--- src/rtl/instr_fetch_unit.sv ---
// Fetch stage: owns the PC, issues 1-cycle-latency imem reads, buffers words in a prefetch queue.
// Optional self-halt on halt-encoded words is enabled with `define FETCH_HALT_EN.
module instr_fetch_unit #(
  parameter int ADDR_W   = 8,
  parameter int DATA_W   = 32,
  parameter int DEPTH    = 4,
  parameter int RESET_PC = 0
) (
  input  logic              clk,
  input  logic              rst_n,
  output logic              imem_en,
  output logic [ADDR_W-1:0] imem_addr,
  input  logic [DATA_W-1:0] imem_rdata,
  output logic              out_valid,
  input  logic              out_ready,
  output logic [DATA_W-1:0] out_instr,
  output logic [ADDR_W-1:0] out_pc,
  output logic [ADDR_W-1:0] out_pc_next,
  input  logic              redirect_valid,
  input  logic [ADDR_W-1:0] redirect_pc,
  output logic              halted
);

  localparam int PTR_W = $clog2(DEPTH);
  localparam int CNT_W = PTR_W + 1;

  // Handshake: a word transfers on a cycle where out_valid && out_ready; the head
  // (out_instr/out_pc/out_pc_next) is held stable while out_valid=1 and out_ready=0.

  logic [ADDR_W-1:0] pc_q, pc_d;
  logic              inflight_q, inflight_d;
  logic [ADDR_W-1:0] inflight_pc_q, inflight_pc_d;
  logic              kill_q, kill_d;
  logic              halted_q, halted_d;
  logic [PTR_W-1:0]  head_q, head_d;
  logic [PTR_W-1:0]  tail_q, tail_d;
  logic [CNT_W-1:0]  count_q, count_d;

  logic [DATA_W-1:0] instr_mem [DEPTH];
  logic [ADDR_W-1:0] pc_mem    [DEPTH];

  logic [CNT_W:0] credits_used;
  logic           issue;
  logic           push;
  logic           pop;
  logic           halt_push;

  // The in-flight read consumes a queue slot so a returning word always has room.
  assign credits_used = {1'b0, count_q} + {{CNT_W{1'b0}}, inflight_q};
  assign issue        = rst_n && !redirect_valid && !halted_q
                        && (credits_used < (CNT_W+1)'(DEPTH));
  assign push         = inflight_q && !kill_q && !redirect_valid;
  assign pop          = out_valid && out_ready && !redirect_valid;

`ifdef FETCH_HALT_EN
  assign halt_push = push && (imem_rdata[31:30] == 2'b11) && (imem_rdata[29:26] != 4'b0000);
`else
  assign halt_push = 1'b0;
`endif

  always_comb begin
    pc_d          = pc_q;
    inflight_d    = issue;
    inflight_pc_d = inflight_pc_q;
    kill_d        = halt_push && issue;
    halted_d      = halted_q;
    head_d        = head_q;
    tail_d        = tail_q;
    count_d       = count_q + CNT_W'(push) - CNT_W'(pop);
    if (issue) begin
      pc_d          = pc_q + 1'b1;
      inflight_pc_d = pc_q;
    end
    if (halt_push) halted_d = 1'b1;
    if (push) tail_d = tail_q + 1'b1;
    if (pop)  head_d = head_q + 1'b1;
    if (redirect_valid) begin
      pc_d     = redirect_pc;
      halted_d = 1'b0;
      head_d   = '0;
      tail_d   = '0;
      count_d  = '0;
    end
  end

  always_ff @(posedge clk or negedge rst_n) begin
    if (!rst_n) begin
      pc_q          <= ADDR_W'(RESET_PC);
      inflight_q    <= 1'b0;
      inflight_pc_q <= '0;
      kill_q        <= 1'b0;
      halted_q      <= 1'b0;
      head_q        <= '0;
      tail_q        <= '0;
      count_q       <= '0;
    end else begin
      pc_q          <= pc_d;
      inflight_q    <= inflight_d;
      inflight_pc_q <= inflight_pc_d;
      kill_q        <= kill_d;
      halted_q      <= halted_d;
      head_q        <= head_d;
      tail_q        <= tail_d;
      count_q       <= count_d;
    end
  end

  // Payload storage needs no reset; count_q alone qualifies its contents.
  always_ff @(posedge clk) begin
    if (push) begin
      instr_mem[tail_q] <= imem_rdata;
      pc_mem[tail_q]    <= inflight_pc_q;
    end
  end

  assign imem_en     = issue;
  assign imem_addr   = pc_q;
  assign out_valid   = (count_q != '0);
  assign out_instr   = instr_mem[head_q];
  assign out_pc      = pc_mem[head_q];
  assign out_pc_next = pc_mem[head_q] + 1'b1;
  assign halted      = halted_q;

endmodule

--- config.mk ---
export PLATFORM = sky130hd
export DESIGN_NAME = instr_fetch_unit
export DESIGN_NICKNAME = d
export VERILOG_FILES = /design/src/rtl/instr_fetch_unit.sv
export SDC_FILE = /design/constraint.sdc
export NUM_CORES = 1
export LEC_CHECK = 0
export BUFFER_PORTS_ARGS = -buffer_cell sky130_fd_sc_hd__buf_2
export CORE_MARGIN = 2
export CORE_UTILIZATION = 55
export DETAILED_ROUTE_END_ITERATION = 12
export GPL_ROUTABILITY_DRIVEN = 0
export PLACE_DENSITY = 0.78
export SYNTH_ARGS = -nofsm -noshare
export SYNTH_HDL_FRONTEND = slang
export SYNTH_SLANG_ARGS = --single-unit
--- constraint.sdc ---
create_clock -name clk -period 2.7 [get_ports clk]
set_input_delay 0.135 -clock clk [delete_from_list [all_inputs] [get_ports clk]]
set_output_delay 0.135 -clock clk [all_outputs]
set_load 0.1 [all_outputs]
Word-level counts from Yosys, hierarchy flattened
Memories as Yosys holds them, arrays and structs flattened.
Index checks and enable logic that the tools add are counted.
Storage, ports and cells
  output and inout bits: 59
  memories: 2
  bits in registers: 24
  bits in writable memories: 160
  logic and storage cells: 35
Memories
  instr_mem: words 4, width 32, read ports 1, clocked after Yosys merged registers in 0, write ports 1, line 39  | logic [DATA_W-1:0] instr_mem [DEPTH];
  pc_mem: words 4, width 8, read ports 1, clocked after Yosys merged registers in 0, write ports 1, line 40  | logic [ADDR_W-1:0] pc_mem [DEPTH];
Operators by class
  add/subtract/negate cells: 7
  $lt $le $gt $ge: 1
  multiplexer cells: 9
  reduce and logical (&&, ||, !) cells: 10
Operator list (count)
  8-bit by 1-bit adder with 8-bit output (second input constant): 2
  8-bit two-way mux: 2
  2-bit two-way mux: 4
  2-bit nonzero test: 3
  1-bit logical AND: 5
  2-bit by 1-bit adder with 2-bit output (second input constant): 2
  3-bit by 1-bit adder with 4-bit output: 1
  4-bit by 3-bit less-than comparator with 1-bit output (second input constant): 1
  3-bit by 1-bit adder with 3-bit output: 1
  3-bit two-way mux: 1
  3-bit nonzero test: 1
  3-bit by 1-bit subtractor with 3-bit output: 1
  1-bit two-way mux: 2
  1-bit zero test: 1

Logic depth before layout (Yosys ltp)
Gate-level depths: netlist of the first run.
  depth in word-level cells: 5
  gate-level depth with buffers: 10
  gate-level depth less buffers: 10

Least setup slack after synthesis of the first run
OpenSTA, ideal clock, no wires.
  kind: register to output
  start: reg head_q[0]
  end: out out_pc_next[5]
  setup slack: -0.715 ns
  arrival: 3.280 ns
  cell stages (with the launch flop): 7
  data required time: 2.565 ns
  cells stage by stage: dfrtp_1 -> buf_6 -> buf_6 -> mux4_2 -> and2_4 -> nand3_1 -> xnor2_1
Between the ends
  word-level cells in the longest chain between the ends: 2
Ends and longest elaborated chain
  from (decl): line 35  | logic [PTR_W-1:0] head_q, head_d;
  from (signal assigned): line 93  | head_q <= '0;
  from (signal assigned): line 102  | head_q <= head_d;
  memory 4 x 8 bit
  named net out_pc[1]: line 17  | output logic [ADDR_W-1:0] out_pc,
  8-bit by 1-bit adder with 8-bit output: line 121  | assign out_pc_next = pc_mem[head_q] + 1'b1;
  to (decl): line 18  | output logic [ADDR_W-1:0] out_pc_next,
The timed path passes the listed nets, and every way through them passes these cells.

Final worst setup path of the first run
  start: reg head_q[0]
  end: out out_pc_next[7]
Between the ends
  word-level cells in the longest chain between the ends: 2
Ends and longest elaborated chain (line)
  memory 4 x 8 bit
  8-bit by 1-bit adder with 8-bit output: 121
No other way between the ends.

==> flow_summary.json, run 1 <==
{
  "async_flop_share": 0.130,
  "worst_pin_slew_ns": 0.829,
  "syn_nets": 398,
  "die_y_um": 118,
  "p_leak_nw": 3.25,
  "fin_tns_setup_ns": 0,
  "design.core.area_mm2": 0.0127,
  "die-area_mm2": 0.0139,
  "hpwl_um": 8020,
  "syn_to_final_growth_pct": 27.2,
  "via_per_inst": 5.55,
  "hold_violations": 0,
  "fin_skew_ns": 0.00407,
  "nNetsFinal": 557,
  "critPathCaptureType": "output port",
  "grt_pass1_vias": 4026,
  "insertedDiodeCount": 0,
  "wl_per_cell_um": 19.1,
  "synth.avg_cell_area_um2": 20.8,
  "seq_area_frac_synth": 0.756,
  "ys.flop_type": "edfxtp_1",
  "ir_drop_mv": 0.602,
  "hold_class": "in2reg",
  "synth_cell_types": 35,
  "worstPathArrival_ns": 2.40,
  "postSynthCellCount": 344,
  "worstPathRequired_ns": 2.57,
  "final_cells": 688,
  "slew_headroom": 0.437,
  "cts.sinks": 184,
  "startpoint_type": "register",
  "place_inst": 612,
  "drt_iter0_markers": 269,
  "min_period_ns": 2.54,
  "crit_fanout": 18,
  "finalSetupViolCount": 0,
  "grt_pass1_wl_um": 21100,
  "drt-total-wl_um": 13100,
  "cts_buffers": 17,
  "grt_overflow_total": 0,
  "clk_latency_ns": 0.42,
  "finalCritPeriodShare": 0.940,
  "maxSlewViolCount": 0,
  "port-buffer-count": 101,
  "grt_usage": 0.201,
  "grt_max_degree": 35,
  "pin_count": 103,
  "clock_path_buffers": 2,
  "drt_pass1_iterations": 4,
  "die_width_um": 118,
  "worst-setup-path-type": "reg2out",
  "status": "finished clean",
  "cts_tree": "built",
  "antenna_found_initial": 0,
  "cap_violations": 0,
  "h-tree-depth": 4,
  "ys_seq_elements": 184,
  "synth-edff-count": 160,
  "finish.utilization": 0.718,
  "num_vias": 3816,
  "root_buffer": "clkbuf_16",
  "ys.warnings.count": 0,
  "fmax_mhz": 394,
  "path_clk_slew_ns": 0.06,
  "start_util": 0.564,
  "power_density_mw_per_mm2": 1060,
  "row_count": 41,
  "ant_nets": 0,
  "synth_area_mm2": 0.00715,
  "drc_errors": 0,
  "layout-drive-gt1-share": 0.401,
  "rsz0062_at_grt": "false"
}
cells in the mapped netlist, types with 2 or more instances:
| master | instances | area share |
|---|---|---|
| nor2_1 | 11 | 0.0058 |
| xor2_1 | 3 | 0.0037 |
| nor2b_1 | 2 | 0.0017 |
| mux4_2 | 40 | 0.13 |
| nand3_1 | 5 | 0.0035 |
| nand2_1 | 12 | 0.0063 |
| a31oi_1 | 4 | 0.0035 |
| ha_1 | 9 | 0.016 |
| mux2_2 | 8 | 0.013 |
| o31ai_1 | 3 | 0.0031 |
| dfrtp_1 | 24 | 0.084 |
| nand4_1 | 3 | 0.0026 |
| buf_6 | 2 | 0.0031 |
| o21ai_0 | 2 | 0.0014 |
| o211ai_1 | 4 | 0.0042 |
| inv_1 | 8 | 0.0042 |
| edfxtp_1 | 160 | 0.67 |
| xnor2_1 | 7 | 0.0086 |
| buf_2 | 7 | 0.0049 |
| or4_1 | 6 | 0.0063 |
| clkbuf_1 | 4 | 0.0021 |
| or3_1 | 3 | 0.0026 |
| and2_1 | 5 | 0.0044 |
worst max-delay path: stages, from the launching register on:
cell and delay (ns):
dfrtp_2 0.54, buf_4 0.40, mux4_2 0.62, xnor2_4 0.23
buf_12 0.20
cells in the final DEF, fill, tap and decap left out, drive strengths merged, types with 4 or more instances in the layout:
cell type    count
nand2           12
or4              6
dfrtp           24
clkinv          12
nand3            6
dlygate4sd3     41
inv              9
xnor2            7
clkbuf          17
ha               9
nor2            11
mux4            40
edfxtp         160
o211ai           4
a31oi            4
mux2             8
and2             6
buf            113
what timing repair did:
action | in CTS | in global routing
hold endpoints to repair | 160 | 0
setup endpoints to repair | 1 | 1
gates resized for setup | 1 | 0
setup buffers | 0 | 3
pin swaps | 0 | 1
hold buffers | 41 | 0
state kept, by name, indices dropped and copies added (netlist names):
name	flops
instr_mem	128
pc_mem	32
imem_addr	8
inflight_pc_q	8
head_q	2
count_q	3
inflight_q	1
tail_q	2
power by group:
group	switching, mW	internal (mW)
clock network	0.968	1.25
logic	2.87	1.07
registers	0.176	3.33
total	4.01	5.65
final timing paths:
check,cells after the start,to,from,slack [ns]
max,4,out_pc_next[7],head_q[0]$_DFFE_PN0P_,0.16
min,2,tail_q[1]$_DFFE_PN0P_,redirect_valid,0.1
max reg2reg,10,count_q[2]$_DFF_PN0_,count_q[1]$_DFF_PN0_,0.43
min reg2reg,0,pc_mem[0][4]$_DFFE_PP_,inflight_pc_q[4]$_DFFE_PN0P_,0.53
max in group asynchronous,3,head_q[1]$_DFFE_PN0P_,rst_n,2.16
min in group asynchronous,3,imem_addr[1]$_DFFE_PN0P_,rst_n,0.26
final cells by class:
class,count,area [um^2]
flip-flops and latches,184,5410
fillers,769,3570
multi-input cells,138,1740
repair buffers,154,1170
clock buffers,17,425
well taps,172,215
clock inverters,15,111
inverters,8,30.0
stage by stage:
stage          power, mW  setup slack, ns  instance area (um^2)  hold slack, ns
5_1_grt             9.99           0.0178                  9100           0.109
3_5_place_dp        7.46            0.442                  8120           0.164
3_3_place_gp        7.41            0.504                  8120           0.160
2_1_floorplan       6.70           -0.100                  7250          -0.161
6_report            9.66            0.162                  9100           0.100
4_1_cts             9.73           0.0917                  9070          0.0656
per-layer routing:
metal	global-route usage	vias up	routed length, um
met3	0.0514	17	553
met5	0	-	0
li1	-	1709	-
met2	0.351	110	6980
met1	0.246	1980	5390
met4	0.0640	0	191
cells by family (layout without fill, tap and decap cells):
| family | count (synthesis) | after routing | share of synthesized area |
|---|---|---|---|
| buffers and inverters | 22 | 194 | 0.0154 |
| DFF | 184 | 184 | 0.756 |
| adders and majority gates | 10 | 10 | 0.0186 |
| muxes | 50 | 50 | 0.142 |
| xor gates and xnor gates | 10 | 10 | 0.0123 |
| AOI/OAI and AO/OA | 15 | 15 | 0.0145 |
| and+or+nand+nor | 52 | 52 | 0.0408 |
| other | 1 | 1 | 0.000525 |
Note: power is estimated with default switching activity, not from simulation.
==> run 2: changes to the inputs <==
Settings changed: RECOVER_POWER set to 100.
==> flow_summary.json, run 2 (same netlist as run 1, synthesis figures left out) <==
{
  "status": "finished clean",
  "wl_per_cell_um": 19.0,
  "drt_iter0_markers": 323,
  "syn_to_final_growth_pct": 25.2,
  "worstPathRequired_ns": 2.57,
  "place_ws_ns": 0.442,
  "min_period_ns": 2.55,
  "startpoint_type": "register",
  "fin_tns_setup_ns": 0,
  "grt_pass1_wl_um": 21100,
  "drc_errors": 0,
  "post-route-worst-setup-slack_ns": 0.154,
  "cap_violations": 0,
  "min_path_cells": 2,
  "root_buffer": "clkbuf_16",
  "cts.sinks": 184,
  "rsz0062_at_grt": "false",
  "layout_commonest_cell": "edfxtp_1",
  "design.core.area_mm2": 0.0127,
  "h-tree-depth": 4,
  "holdWs_ns": 0.0986,
  "row_count": 41,
  "die-area_mm2": 0.0139,
  "finalCritPeriodShare": 0.943,
  "clock_path_buffers": 2,
  "port-buffer-count": 101,
  "ir_drop_mv": 0.622,
  "largest_reg_flops": 128,
  "fillers": 813,
  "grt_pass1_vias": 4026,
  "insertedDiodeCount": 0,
  "drt-total-wl_um": 13100,
  "fin_skew_ns": 0.00402,
  "worstPathArrival_ns": 2.41,
  "layout_common_cells": "160 x edfxtp_1, 44 x clkbuf_1, 42 x clkbuf_2",
  "p_leak_nw": 3.10,
  "reg_top3": "instr_mem x128, pc_mem x32",
  "crit_chain": "mux4_2, ha_1, nand2_1, xnor2_4, buf_6",
  "cts_tree": "built",
  "top_register": "instr_mem",
  "grt_overflow_total": 0,
  "worst-setup-path-type": "reg2out",
  "finalSetupViolCount": 0,
  "maxSlewViolCount": 0,
  "start_util": 0.564,
  "pin_count": 103,
  "critPathSlowestCell": "mux4_2",
  "cts_buffers": 17,
  "via_per_inst": 5.56,
  "die_y_um": 118,
  "worst_pin_slew_ns": 1.25,
  "cp_slowest_stage_delay_ns": 0.59,
  "die_width_um": 118,
  "fmax_mhz": 393,
  "path_clk_slew_ns": 0.06,
  "critPathCaptureType": "output port",
  "antenna_found_initial": 0,
  "hold_violations": 0,
  "power_density_mw_per_mm2": 1060,
  "design_power_total_mw": 9.47,
  "hpwl_um": 8020,
  "grt_max_degree": 35,
  "layout-drive-gt1-share": 0.308,
  "ant_nets": 0,
  "hold_class": "in2reg",
  "worstRegToRegCells": 3,
  "num_vias": 3825,
  "slew_headroom": 0.169,
  "clk_latency_ns": 0.42,
  "drt_pass1_iterations": 5,
  "crit_fanout": 9,
  "nNetsFinal": 557,
  "grt_usage": 0.201
}
run 2: report_power, final:
part,internal (mW),switching [mW]
registers,3.33,0.174
clock network,1.25,0.970
logic,0.903,2.85
total,5.48,3.99
run 2: final timing paths:
kind	start	end	slack, ns
hold / removal	redirect_valid	tail_q[1]$_DFFE_PN0P_	0.1
setup reg to reg	inflight_q$_DFF_PN0_	instr_mem[3][23]$_DFFE_PP_	0.20
setup / recovery	head_q[0]$_DFFE_PN0P_	out_pc_next[4]	0.15
max in group asynchronous	rst_n	head_q[0]$_DFFE_PN0P_	2.14
hold reg to reg	inflight_pc_q[4]$_DFFE_PN0P_	pc_mem[1][4]$_DFFE_PP_	0.53
min in group asynchronous	rst_n	imem_addr[1]$_DFFE_PN0P_	0.28
run 2: cell type report:
cell class,instances,area [um^2],share of cell area
sequential,184,5410,0.604
timing repair buffer,154,1020,0.114
clock inverter,15,111,0.0124
clock buffer,17,425,0.0475
inverter,8,30.0,0.00336
multi-input combinational,138,1740,0.194
tap,172,215,0.0240
run 2: per-stage QoR:
| step | instances | utilization | instance area, um^2 |
|---|---|---|---|
| final | 688 | 0.706 | 8950 |
| after global routing | 688 | 0.706 | 8950 |
| after CTS | 685 | 0.716 | 9070 |
| after detailed placement | 612 | 0.641 | 8120 |
| after global placement | 612 | 0.641 | 8120 |
| after floorplan | 344 | - | 7250 |
run 2: layer usage:
layer / part of all wire / routed length, um / up-vias / track usage
met5: 0 / 0 / - / 0
met4: 0.015 / 195 / 0 / 0.0640
met3: 0.042 / 547 / 17 / 0.0514
met2: 0.54 / 7020 / 117 / 0.351
met1: 0.41 / 5320 / 1982 / 0.246
li1: - / - / 1709 / -
run 2: worst max-delay path: cells and delay by family, from the launching register on:
kind	cells	cell delay, ns
adder cells (fa/ha/maj)	1	0.32
XOR/XNOR	1	0.13
buffers and inverters	1	0.24
multiplexers	1	0.59
flip-flops	1	0.53
AND/OR/NAND/NOR	1	0.18
run 2: what timing repair did:
item | 4_1_cts | 5_1_grt
hold buffers | 41 | 0
pin swaps | 0 | 1
endpoints found under the hold margin | 160 | 0
gates resized for setup | 1 | 0
setup buffers | 0 | 3
setup endpoints to repair | 1 | 1
